File: config.mk
export PLATFORM = sky130hd
export DESIGN_NAME = parking_slot_mgr
export DESIGN_NICKNAME = d
export VERILOG_FILES = /design/src/rtl/parking_slot_mgr.sv
export SDC_FILE = /design/constraint.sdc
export NUM_CORES = 1
export LEC_CHECK = 0
export CAP_MARGIN = 20
export CORE_ASPECT_RATIO = 0.8
export CORE_MARGIN = 2
export CORE_UTILIZATION = 50
export CTS_CLUSTER_SIZE = 28
export DETAILED_ROUTE_END_ITERATION = 10
export PLACE_DENSITY = 0.7
export SETUP_SLACK_MARGIN = 0.5
export SLEW_MARGIN = 20
export SYNTH_ARGS = -nofsm -noshare
export SYNTH_HDL_FRONTEND = slang
export SYNTH_SLANG_ARGS = --single-unit
File: constraint.sdc
create_clock -name clk -period 3.13 [get_ports clk]
set_input_delay 0.4695 -clock clk [delete_from_list [all_inputs] [get_ports clk]]
set_output_delay 0.4695 -clock clk [all_outputs]
set_load 0.01 [all_outputs]
File: src/rtl/parking_slot_mgr.sv
// parking_slot_mgr: assigns the lowest free of 16 slots on a gate entry edge and frees slots on exit by vehicle lookup.
// Every lookup is a fixed 16-cycle scan, so the response latency does not depend on occupancy.
module parking_slot_mgr #(
    parameter int n     = 4,
    parameter int SLOTS = 16
) (
    input  logic         clk,
    input  logic         rst_n,
    input  logic         bksens,
    input  logic [n-1:0] vn,
    input  logic         exit_req,
    input  logic [n-1:0] exit_vn,
    output logic         entry_ok,
    output logic         entry_rej,
    output logic [3:0]   slot_id,
    output logic         exit_ok,
    output logic         exit_err,
    output logic [4:0]   count,
    output logic         full,
    output logic         empty,
    output logic         busy
);
    typedef enum logic [1:0] {IDLE, SCAN, RESP} state_t;
    state_t                  state;
    logic [SLOTS-1:0]        occ;
    logic [SLOTS-1:0][n-1:0] vns;
    logic                    bksens_q, bk_edge, op_exit, pend, hit, free_seen;
    logic                    match, hit_nx, free_nx;
    logic [n-1:0]            cur_vn, pend_vn;
    logic [3:0]              idx, hit_idx, free_idx, hit_idx_nx, free_idx_nx;

    assign bk_edge     = bksens & ~bksens_q;
    assign match       = occ[idx] && vns[idx] == cur_vn;
    assign hit_nx      = hit | match;
    assign hit_idx_nx  = (match && !hit) ? idx : hit_idx;
    assign free_nx     = free_seen | ~occ[idx];
    assign free_idx_nx = (!occ[idx] && !free_seen) ? idx : free_idx;

    // The verdict is registered on the last scan cycle, so pulses are visible during RESP
    always_ff @(posedge clk or negedge rst_n) begin
        if (!rst_n) begin
            state     <= IDLE;
            occ       <= '0;
            vns       <= '0;
            bksens_q  <= 1'b0;
            op_exit   <= 1'b0;
            pend      <= 1'b0;
            pend_vn   <= '0;
            cur_vn    <= '0;
            idx       <= '0;
            hit       <= 1'b0;
            free_seen <= 1'b0;
            hit_idx   <= '0;
            free_idx  <= '0;
            entry_ok  <= 1'b0;
            entry_rej <= 1'b0;
            exit_ok   <= 1'b0;
            exit_err  <= 1'b0;
            slot_id   <= '0;
            count     <= '0;
            full      <= 1'b0;
            empty     <= 1'b1;
            busy      <= 1'b0;
        end else begin
            bksens_q  <= bksens;
            entry_ok  <= 1'b0;
            entry_rej <= 1'b0;
            exit_ok   <= 1'b0;
            exit_err  <= 1'b0;
            if (state != IDLE && exit_req && !pend) begin
                pend    <= 1'b1;
                pend_vn <= exit_vn;
            end
            if (state == IDLE) begin
                idx       <= '0;
                hit       <= 1'b0;
                free_seen <= 1'b0;
                if (bk_edge) begin
                    if (exit_req && !pend) begin
                        pend    <= 1'b1;
                        pend_vn <= exit_vn;
                    end
                    if (full) begin
                        entry_rej <= 1'b1;
                    end else begin
                        cur_vn  <= vn;
                        op_exit <= 1'b0;
                        state   <= SCAN;
                        busy    <= 1'b1;
                    end
                end else if (exit_req || pend) begin
                    cur_vn  <= pend ? pend_vn : exit_vn;
                    op_exit <= 1'b1;
                    state   <= SCAN;
                    busy    <= 1'b1;
                    pend    <= pend & exit_req;
                    pend_vn <= exit_vn;
                end
            end else if (state == SCAN) begin
                idx       <= idx + 4'd1;
                hit       <= hit_nx;
                free_seen <= free_nx;
                hit_idx   <= hit_idx_nx;
                free_idx  <= free_idx_nx;
                if (idx == 4'd15) begin
                    state <= RESP;
                    if (!op_exit) begin
                        if (hit_nx || !free_nx || count == 5'd16) begin
                            entry_rej <= 1'b1;
                        end else begin
                            occ[free_idx_nx] <= 1'b1;
                            vns[free_idx_nx] <= cur_vn;
                            slot_id          <= free_idx_nx;
                            entry_ok         <= 1'b1;
                            count            <= count + 5'd1;
                            full             <= count == 5'd15;
                            empty            <= 1'b0;
                        end
                    end else if (hit_nx) begin
                        occ[hit_idx_nx] <= 1'b0;
                        slot_id         <= hit_idx_nx;
                        exit_ok         <= 1'b1;
                        full            <= 1'b0;
                        if (count != 5'd0) begin
                            count <= count - 5'd1;
                            empty <= count == 5'd1;
                        end
                    end else begin
                        exit_err <= 1'b1;
                    end
                end
            end else begin
                state <= IDLE;
                busy  <= 1'b0;
            end
        end
    end
endmodule

==> results.sh <==
export IMPL_drt_iter0_drc=445
export IMPL_finalWorstSetupSlack_ns=-0.129
export IMPL_finalSetupTns_ns=-3.30
export IMPL_cp_common_cell="buf_4"
export IMPL_r2r_slack_ns=-0.13
export IMPL_synth_top_family_by_area="multiplexers"
export IMPL_yosys_top_cells_count="122 x dfrtp_1, 78 x mux2_2, 28 x nand2_1, 28 x nor2_1"
export IMPL_dp_hpwl_um=12200
export IMPL_numCtsBuffers=17
export IMPL_routed_wl_um=19400
export IMPL_viasPerCell=6.10
export IMPL_synth_xor_area_share_pct=0.952
export IMPL_period_minus_slack_ns=3.26
export IMPL_p_leak_nw=4.13
export IMPL_avgRoutedWirePerCell_um=23.2
export IMPL_num_rows=37
export IMPL_synthAdderAreaFrac_pct=0.971
export IMPL_cts_tree="built"
export IMPL_yosys_warnings=0
export IMPL_grt_ovfl_total=0
export IMPL_nNetsFinal=666
export IMPL_arrival_ns=3.59
export IMPL_cellPowerDensity_nw_per_um2=839
export IMPL_syn_to_final_growth_pct=41.7
export IMPL_io_buffer_count=27
export IMPL_synth_compound_area_share_pct=11.1
export IMPL_synth_area_mux_share_pct=24.2
export IMPL_place_ws_ns=-0.0138
export IMPL_r2r_cells=12
export IMPL_drt_antenna_violating_nets=0
export IMPL_clk_latency_ns=0.42
export IMPL_synth_cell_area_um2=6440
export IMPL_cp_max_fo=7
export IMPL_ir_drop_mv=0.538
export IMPL_die_width_um=131
export IMPL_r2r_start="idx[1]"
export IMPL_regToRegEndpoint="occ[6]"
export IMPL_ys_types=66
export IMPL_clock_tree_buffer_depth=2
export IMPL_slew_viol_final=0
export IMPL_startpoint="idx[1]"
export IMPL_postSynthCellCount=514
export IMPL_rsz0062_at_grt="true"
export IMPL_antenna_found_initial=0
export IMPL_fmax_ghz=0.307
export IMPL_synth_most_common_cell="dfrtp_1"
export IMPL_avgSynthCellArea_um2=12.5
export IMPL_setup_violations=69
export IMPL_startpoint_type="register"
export IMPL_worstPathRequired_ns=3.46
export IMPL_clkTransAtPathRegs_ns=0.06
export IMPL_grt_pass1_wl_um=30000
export IMPL_synth_main_ff_cell="dfrtp_1"
export IMPL_max_stage_delay_ns=0.53
export IMPL_gp_congestion=0.952
export IMPL_synth_area_leaders="dfrtp_1 47%, mux2_2 14%, mux4_2 6.6%, mux2i_1 2.8%, nor3_4 2.5%"
export IMPL_dieArea_um2=13800
export IMPL_ys_async_sr_fraction_pct=100
export IMPL_drive_above_1_share_pct=48.2
export IMPL_netlist_area_leader_share_pct=47.4
export IMPL_cts_htree_levels=4
export IMPL_tightest_slew_ns=0.772
export IMPL_slowest_stage="mux4_2"
export IMPL_fin_skew_ns=0.00739
export IMPL_crit_chain="buf_12 > mux4_2 > a22oi_2 > buf_4 > o32ai_1 > mux2_4 > a41oi_2 > buf_4 > a2bb2oi_2 > a21oi_1 > buf_4 > a32oi_1"
export IMPL_outcome="finished with violations"
export IMPL_drv_cap=0
export IMPL_start_util_pct=50.6
export IMPL_clock_sinks=123
export IMPL_finish_utilization_pct=71.7
export IMPL_grt_usage_pct=29.4
export IMPL_syn_nets=531
export IMPL_violations="negative setup slack"
export IMPL_firstDrtPassIters=5
export IMPL_hold_viol_final=0
export IMPL_yosys_area_top_type="dfrtp_1"
export IMPL_crit_path_end="occ[6]"
export IMPL_hold_path_class="in -> async"
export IMPL_n_antenna_cell=0
export IMPL_period_share_pct=104
export IMPL_route_detailed_drc=0
export IMPL_grt_pass1_vias=5245
export IMPL_root_buffer="clkbuf_16"
export IMPL_synth_edf_count=0
export IMPL_critPathKind="reg -> reg"
export IMPL_crit_path_end_kind="register"
export IMPL_synth_simple_area_share_pct=11.6
export IMPL_relSlewSlack_pct=48.3
export IMPL_grt_max_degree=60
export IMPL_ys_ff_latch=123
export IMPL_io_pins=28
export IMPL_fillers=823
export IMPL_synth_yosys_seq_area_share_pct=47.8
export IMPL_core_area_um2=12700
export IMPL_fp_dieH_um=106
export IMPL_vias=5106
[cell type report]
class,count,area (um^2),area share [%]
repair buffers,146,1440,15.8
well taps,175,219,2.40
clock buffers,21,470,5.15
clock inverters,11,179,1.96
flip-flops and latches,123,3080,33.7
inverters,19,75.1,0.823
multi-input cells,342,3660,40.1
[critical path: cells and delay by family, from the launching register on]
family,cells,cell delay [ns]
multiplexers,2,0.85
buffers and inverters,4,0.68
AO/OA/AOI/OAI,6,1.24
flip-flops,1,0.40
[how the worst min path moves through the flow]
stage | slack [ns] | to | startpoint | depth (start not counted)
6_report | 0.46 | slot_id[0] | rst_n | 2
5_1_grt | 0.50 | slot_id[0] | rst_n | 2
4_1_cts | 0.47 | slot_id[0] | rst_n | 2
3_5_place_dp | 0.36 | slot_id[0] | rst_n | 1
3_3_place_gp | 0.36 | slot_id[0] | rst_n | 1
2_1_floorplan | 0.17 | bksens_q | rst_n | 0
[cells by family (layout without fill, tap and decap cells)]
kind of cell             after synthesis  in the layout
flip-flops                           123            123
multiplexers                         120            120
AND/OR/NAND/NOR                      118            118
AO/OA/AOI/OAI                         92             92
buffers and inverters                 49            197
XOR/XNOR                               7              7
adder cells (fa/ha/maj)                5              5
[power breakdown]
part           leakage (nW)  internal [W]  total (W)  switching, W
Sequential             1.64       0.00182    0.00213      0.000316
Clock                 0.312       0.00141    0.00217      0.000763
Combinational          2.18       0.00152    0.00335       0.00183
[cells in the final DEF, fill, tap and decap left out, drive strengths merged, types with 8 or more instances in the layout]
master	n
clkbuf	21
buf	119
nor3	23
o21ai	20
nor2	28
mux4	19
clkdlybuf4s50	26
nand2	29
nor2b	8
mux2	83
dfrtp	122
inv	23
mux2i	18
a21oi	20
nand3	8
[sequential cells by signal, summed over array words and instances (netlist names), 2 cells and up]
register	cells
occ	16
hit_idx	4
cur_vn	4
slot_id	4
state	2
idx	4
vns	64
pend_vn	4
free_idx	4
count	5
[through the flow]
step                      instances  total power [W]  cell area (um^2)  hold WS, ns
after floorplan                 514          0.00385              6580        0.174
after global placement          746          0.00475              7400        0.358
after detailed placement        746          0.00481              7400        0.361
after CTS                       828          0.00737              8910        0.466
after global routing            837          0.00798              9130        0.497
final                           837          0.00766              9130        0.459
[per-layer routing]
metal	GRT usage (%)	up-vias	part of all wire (%)
met1	42.2	2671	44
met4	10.4	0	1.6
li1	-	2181	-
met2	43.0	224	46
met5	0	-	0
met3	8.12	30	8.2
[what timing repair did]
| item | 4_1_cts | 5_1_grt |
|---|---|---|
| hold buffers | 1 | 0 |
| setup endpoints to repair | 98 | 103 |
| pin swaps | 19 | 16 |
| gates resized for setup | 96 | 28 |
| endpoints found under the hold margin | 17 | 0 |
| gates cloned | 0 | 0 |
| setup buffers | 49 | 9 |
Power figures use the tool's default switching activity.
==> RTL edit 1: new RTL, same settings <==
Set the parameter `n` to 3 (it was 4).
--- a/src/rtl/parking_slot_mgr.sv
+++ b/src/rtl/parking_slot_mgr.sv
@@ -1,7 +1,7 @@
 // parking_slot_mgr: assigns the lowest free of 16 slots on a gate entry edge and frees slots on exit by vehicle lookup.
 // Every lookup is a fixed 16-cycle scan, so the response latency does not depend on occupancy.
 module parking_slot_mgr #(
-    parameter int n     = 4,
+    parameter int n     = 3,
     parameter int SLOTS = 16
 ) (
     input  logic         clk,
Ports: changed (resized exit_vn and vn); port bits go from 28 to 26. No check against the original RTL was run, so the function may have changed too.
==> RTL edit 1 against the original RTL <==
- cell area decreased by 22%
- wire length decreased by 28%
- non-clock buffer count decreased by 41
- clock skew about the same
- setup slack improved by 94 ps
- global-route usage decreased by 4.3 points
- power decreased by 30%
- sequential cell count decreased by 18
- the run still ends with negative setup slack left
- core utilization decreased by 5.4 points
- synthesized area decreased by 16%
==> RTL edit 1: results (changes against the original RTL) <==
Finish
  – Number of cells in the finished layout apart from fillers: 686 (-18%)
  – Largest registers: vns (48), occ (16), count (5)
  – Proportion of layout cells with a drive suffix above 1: 41.5% (-6.7 points)
  – # nets final: 553 (-17%)

Synth
  – Share of synthesized area occupied by flip-flops and latches: 48.3% (+0.55 points)
  – Top area cells in the synthesized netlist: dfrtp_1, mux2_2, mux2i_1
  – Synth unique cells: 60 (-9.1%)
  – Most numerous cell types in the synthesized netlist: dfrtp_1, mux2_2, nand2_1
  – Syn nets: 464 (-13%)

Drt
  – Number of vias after detailed routing: 4,090 (-20%)
  – Total Wirelength: 14,000 um (-28%)
  – Met3 wirelength from detailed routing: 1030 um (-35%)
  – Detailed-routing iteration count for the pre-antenna-repair pass: 4 (-1)
  – Total routed wire length on the met1 layer: 6390 um (-25%)
  – Total met2 wirelength after detailed routing: 6400 um (-29%)
  – Drt initial violations: 366 (-18%)

STA
  – Total negative slack: -233 ps (+3060 ps)
  – Worst hold margin: 108 ps (-351 ps)
  – Post-layout worst setup margin: -35.1 ps (+93.5 ps)
  – Max Clock Skew: 7.73 ps (+0.337 ps)
  – Slew headroom: 56.5% (+8.1 points)
  – Final setup violation count: 16 (-77%)

Run status
  – Violations in the final reports: negative setup slack
  – Status: finished, violations left

Placed design
  – Instance count after placement with tap cells included: 657 (-12%)
  – Half-perimeter wire length after placement: 9720 um (-20%)
  – Port Buffer Count: 25 (-7.4%)
  – Worst-case setup slack after placement: -148 ps (-134 ps)
  – Routability Congestion: 0.875 (-8.0%)
  – Placed Area: 6360 um2 (-14%)

Global route
  – Pin count of the biggest net entering global routing: 64 (+6.7%)
  – Routing usage on met2: 37.0% (-6.0 points)
  – GRT met1 Usage: 37.4% (-4.8 points)
  – Met3 track demand over resource in global routing: 6.75% (-1.4 points)
  – Total routing resource utilization after global routing: 25.1% (-4.3 points)
  – Wire length of the first global-routing pass: 22,800 um (-24%)

Power and ir drop
  – Maximum ir drop on the vdd rail: 441 uV (-18%)
  – Standby leakage power: 3.22 nW (-22%)

Worst setup path
  – Endpoint of the most critical register-to-register path: occ[12]
  – Worst-case reg-to-reg path depth: 10 (-2)
  – Startpoint of the worst-slack reg-to-reg timing path: idx[2]
  – Worst endpoint data arrival time: 3390 ps (-200 ps)
  – Critical path fanouts, max: 6 (-1)

Clock tree
  – Resize count post-CTS: 68 (-29%)
  – # H-tree levels: 3 (-1)
  – Clock latency at the later pin of the worst-skew pair: 350 ps (-70 ps)
  – TritonCTS Buffers: 9 (-8)
  – Setup Fix Bufs, Post-CTS: 8 (-84%)
[RTL edit 1: changes by cell type in the layout (fill, tap and decap cells not counted), sizes merged, moves of 6 or more]
cell    change
dfrtp      -18
nor2       -11
mux2i       +9
o32a        -7
clkbuf     -11
and2        +6
a21oi       -9
buf        -38
mux2       -23
nor3        -8
[RTL edit 1: critical path: stages (launching register included)]
cell,delay (ps)
dfrtp_2,480
mux4_2,540
mux4_2,490
xnor2_1,130
and2_4,170
a31oi_4,260
buf_6,140
mux2_4,360
buf_6,150
nor2b_4,180
a32oi_1,120
[RTL edit 1: worst max path at each step]
stage / start / to
finish: idx[2] / occ[12]
global route: idx[2] / occ[14]
CTS: idx[2] / vns[19]
detailed placement: idx[2] / occ[13]
global placement: idx[2] / slot_id[2]
floorplan: idx[2] / vns[30]
[RTL edit 1: cells by family (layout without fill, tap and decap cells)]
group           count (synthesis)  in the layout  share of synthesized area, %
simple gates                  113            114                          12.0
flops                         105            105                          48.3
mux                           102            102                          24.4
compound gates                 69             69                          8.91
buf+inv                        46            139                          3.84
fa+ha+maj                       7              7                          1.56
xor+xnor                        6              6                         0.966
[RTL edit 1: power breakdown]
part / internal, mW / switching [mW] / total, mW / leakage [nW]
combinational: 1.12 / 1.25 / 2.37 / 1.68
sequential: 1.55 / 0.314 / 1.87 / 1.40
clock: 0.632 / 0.527 / 1.16 / 0.145
total: 3.30 / 2.09 / 5.39 / 3.22
[RTL edit 1: layout make-up]
| type | count | area [um2] |
|---|---|---|
| clock buffers | 10 | 229 |
| clock inverters | 6 | 75.1 |
| fillers | 779 | 3610 |
| inverters | 18 | 70.1 |
| multi-input cells | 298 | 2950 |
| flip-flops and latches | 105 | 2630 |
| well taps | 144 | 180 |
| repair buffers | 105 | 971 |
==> RTL edit 2: new RTL, config.mk and constraints unchanged <==
Without the edit above. Make the reset (`rst_n`) synchronous in one clocked block.
--- a/src/rtl/parking_slot_mgr.sv
+++ b/src/rtl/parking_slot_mgr.sv
@@ -37,7 +37,7 @@
     assign free_idx_nx = (!occ[idx] && !free_seen) ? idx : free_idx;
 
     // The verdict is registered on the last scan cycle, so pulses are visible during RESP
-    always_ff @(posedge clk or negedge rst_n) begin
+    always_ff @(posedge clk) begin
         if (!rst_n) begin
             state     <= IDLE;
             occ       <= '0;
Function: differs if rst_n is asserted again (counterexample within 4 cycles, from zero or initial values and one cycle with rst_n low); with rst_n held inactive, the same outputs for 10 cycles.
==> RTL edit 2 against the original RTL <==
- non-clock buffer count rose by 5
- count of clock-buffer cells in the layout rose by 1
- sequential cell count did not move
- the flow still finishes with violations (negative setup slack)
- hold slack improved by 14 ps
- synthesized area fell by 7.2%
- setup slack got worse by 200 ps
- wire length fell by 8.8%
- critical path depth fell by 1
- cell area fell by 8.0%
- clock skew rose by 1.4 ps
Power is not compared: it rests on default switching activity, and its combinational part moved more than twofold at a synthesized area within 25%.
==> RTL edit 2: results (changes against the original RTL) <==
Global route
  – Routing usage on met2: 44.5% (+1.5 points)
  – Sum of overflow across all layers after global routing: 0 (unchanged)
  – Antenna violations before repair: 0 (unchanged)
  – Met3 track demand over resource in global routing: 6.34% (-1.8 points)
  – Total routing resource utilization after global routing: 27.9% (-1.5 points)
  – GRT met1 Usage: 37.9% (-4.4 points)
  – Pin count of the biggest net entering global routing: 43 (-28%)
  – Wire length of the first global-routing pass: 27,500 um (-8.5%)
  – Vias in the first global route: 5,137 (-2.1%)

Finish
  – # nets final: 754 (+13%)
  – Fillers: 766 (-6.9%)
  – Number of cells in the finished layout apart from fillers: 895 (+6.9%)
  – Fin area: 8400 um2 (-8.0%)
  – Proportion of layout cells with a drive suffix above 1: 34.7% (-14 points)
  – Number of antenna repair diodes: 0 (unchanged)
  – Largest registers: vns (64), occ (16), count (5)

Synth
  – Top area cells in the synthesized netlist: dfxtp_1, mux2i_1, nor2_1
  – Number of instances in the synthesized netlist: 613 (+19%)
  – Synthesis Warnings: 0 (unchanged)
  – Async set-reset flop share out of synthesis: 0% (-100 points)
  – Syn nets: 630 (+19%)
  – Most numerous cell types in the synthesized netlist: dfxtp_1, nor2_1, mux2i_1
  – Synth unique cells: 62 (-6.1%)
  – Share of synthesized area occupied by flip-flops and latches: 41.2% (-6.6 points)

Clock tree
  – # H-tree levels: 4 (unchanged)
  – Max Root-Sink Buffers: 2 (unchanged)
  – Clock latency at the later pin of the worst-skew pair: 430 ps
  – TritonCTS Buffers: 17 (unchanged)
  – CTS clock-pin slew for the worst setup and hold paths: 60 ps (about the same)
  – Root Buffer Master: clkbuf_16

Drt
  – Detailed-routing iteration count for the pre-antenna-repair pass: 5 (unchanged)
  – Total met2 wirelength after detailed routing: 8280 um (-8.0%)
  – Drt initial violations: 526 (+18%)
  – Total routed wire length on the met1 layer: 7900 um (-7.2%)
  – Met3 wirelength from detailed routing: 1140 um (-28%)
  – Uppermost layer routed: met4
  – Number of vias after detailed routing: 5,329 (+4.4%)
  – Routed wirelength normalized by instance count: 19.8 um (-15%)

Worst setup path
  – Worst endpoint data arrival time: 3780 ps (+190 ps)
  – Critical path fanouts, max: 5 (-2)

STA
  – Max Clock Skew: 8.84 ps (+1.45 ps)
  – Final slew viol count: 0 (unchanged)
  – Final setup violation count: 92 (+33%)
  – Measured slew at the worst slew-check pin: 877 ps (+105 ps)
  – Post-layout worst setup margin: -333 ps (-205 ps)
  – Total negative slack: -15,100 ps (-11,800 ps)

Placed design
  – Routability Congestion: 0.891 (-6.4%)
  – Half-perimeter wire length after placement: 11,300 um (-6.8%)
  – Port Buffer Count: 27 (unchanged)
  – Placed Area: 7080 um2 (-4.4%)
  – Instance count after placement with tap cells included: 832 (+12%)

Run status
  – Violations in the final reports: negative setup slack
  – Status: finished, violations left

Power and ir drop
  – Maximum ir drop on the vdd rail: approximately 400 uV
  – Standby leakage power: roughly 3.4 nW

Worst hold path
  – Worst hold path class: reg2reg
==> RTL edit 2: worst max-delay path, cell delays in order, from the launching register on <==
cell      delay [ps]
dfxtp_4          400
mux4_2           490
mux2_2           330
or4b_1           480
nand4b_1         120
o211ai_1         220
nor2_4           220
buf_6            180
mux2i_2          390
buf_4            190
a41oi_1          170
o21a_1           170
==> RTL edit 2: path summary, 6_finish.rpt <==
| kind | start | to | slack, ps | depth (start not counted) |
|---|---|---|---|---|
| worst min-delay path | slot_id[1] | slot_id[1] | 470 | 2 |
| worst max register to register | idx[0] | occ[4] | -330 | 11 |
| worst min register to register | slot_id[1] | slot_id[1] | 470 | 2 |
| worst max-delay path | idx[0] | occ[4] | -330 | 11 |
==> RTL edit 2: area by class of cell <==
type	count	area share [%]
multi-input cells	429	43.2
flip-flops and latches	123	29.4
repair buffers	151	17.7
clock buffers	22	5.76
well taps	148	2.20
clock inverters	7	1.07
inverters	15	0.670
==> RTL edit 2: cell families after synthesis <==
group / share of synthesized area, %
AOI/OAI and AO/OA: 10.6
xor gates and xnor gates: 0.440
adders and majority gates: 1.21
buffers and inverters: 4.44
DFF: 41.2
muxes: 23.8
and+or+nand+nor: 18.3
==> RTL edit 2: timing repair <==
item | 4_1_cts | 5_1_grt
resized for setup | 77 | 36
buffers inserted | 25 | 9
pin swaps | 14 | 19
setup endpoints to repair | 101 | 102
==> RTL edit 2: report_power, final <==
group	total, mW	internal, mW	switching, mW
sequential	1.64	1.59	0.0484
clock	1.93	1.24	0.697
combinational	0.373	0.167	0.206
==> RTL edit 2: per-stage QoR <==
stage                     power, mW  hold slack, ps  setup slack (ps)
final                          3.95             473              -333
after global routing           4.06             479              -454
after detailed placement       1.98             452              -335
after CTS                      3.92             464              -233
after global placement         1.97             442              -268
after floorplan                1.85             435             -83.8
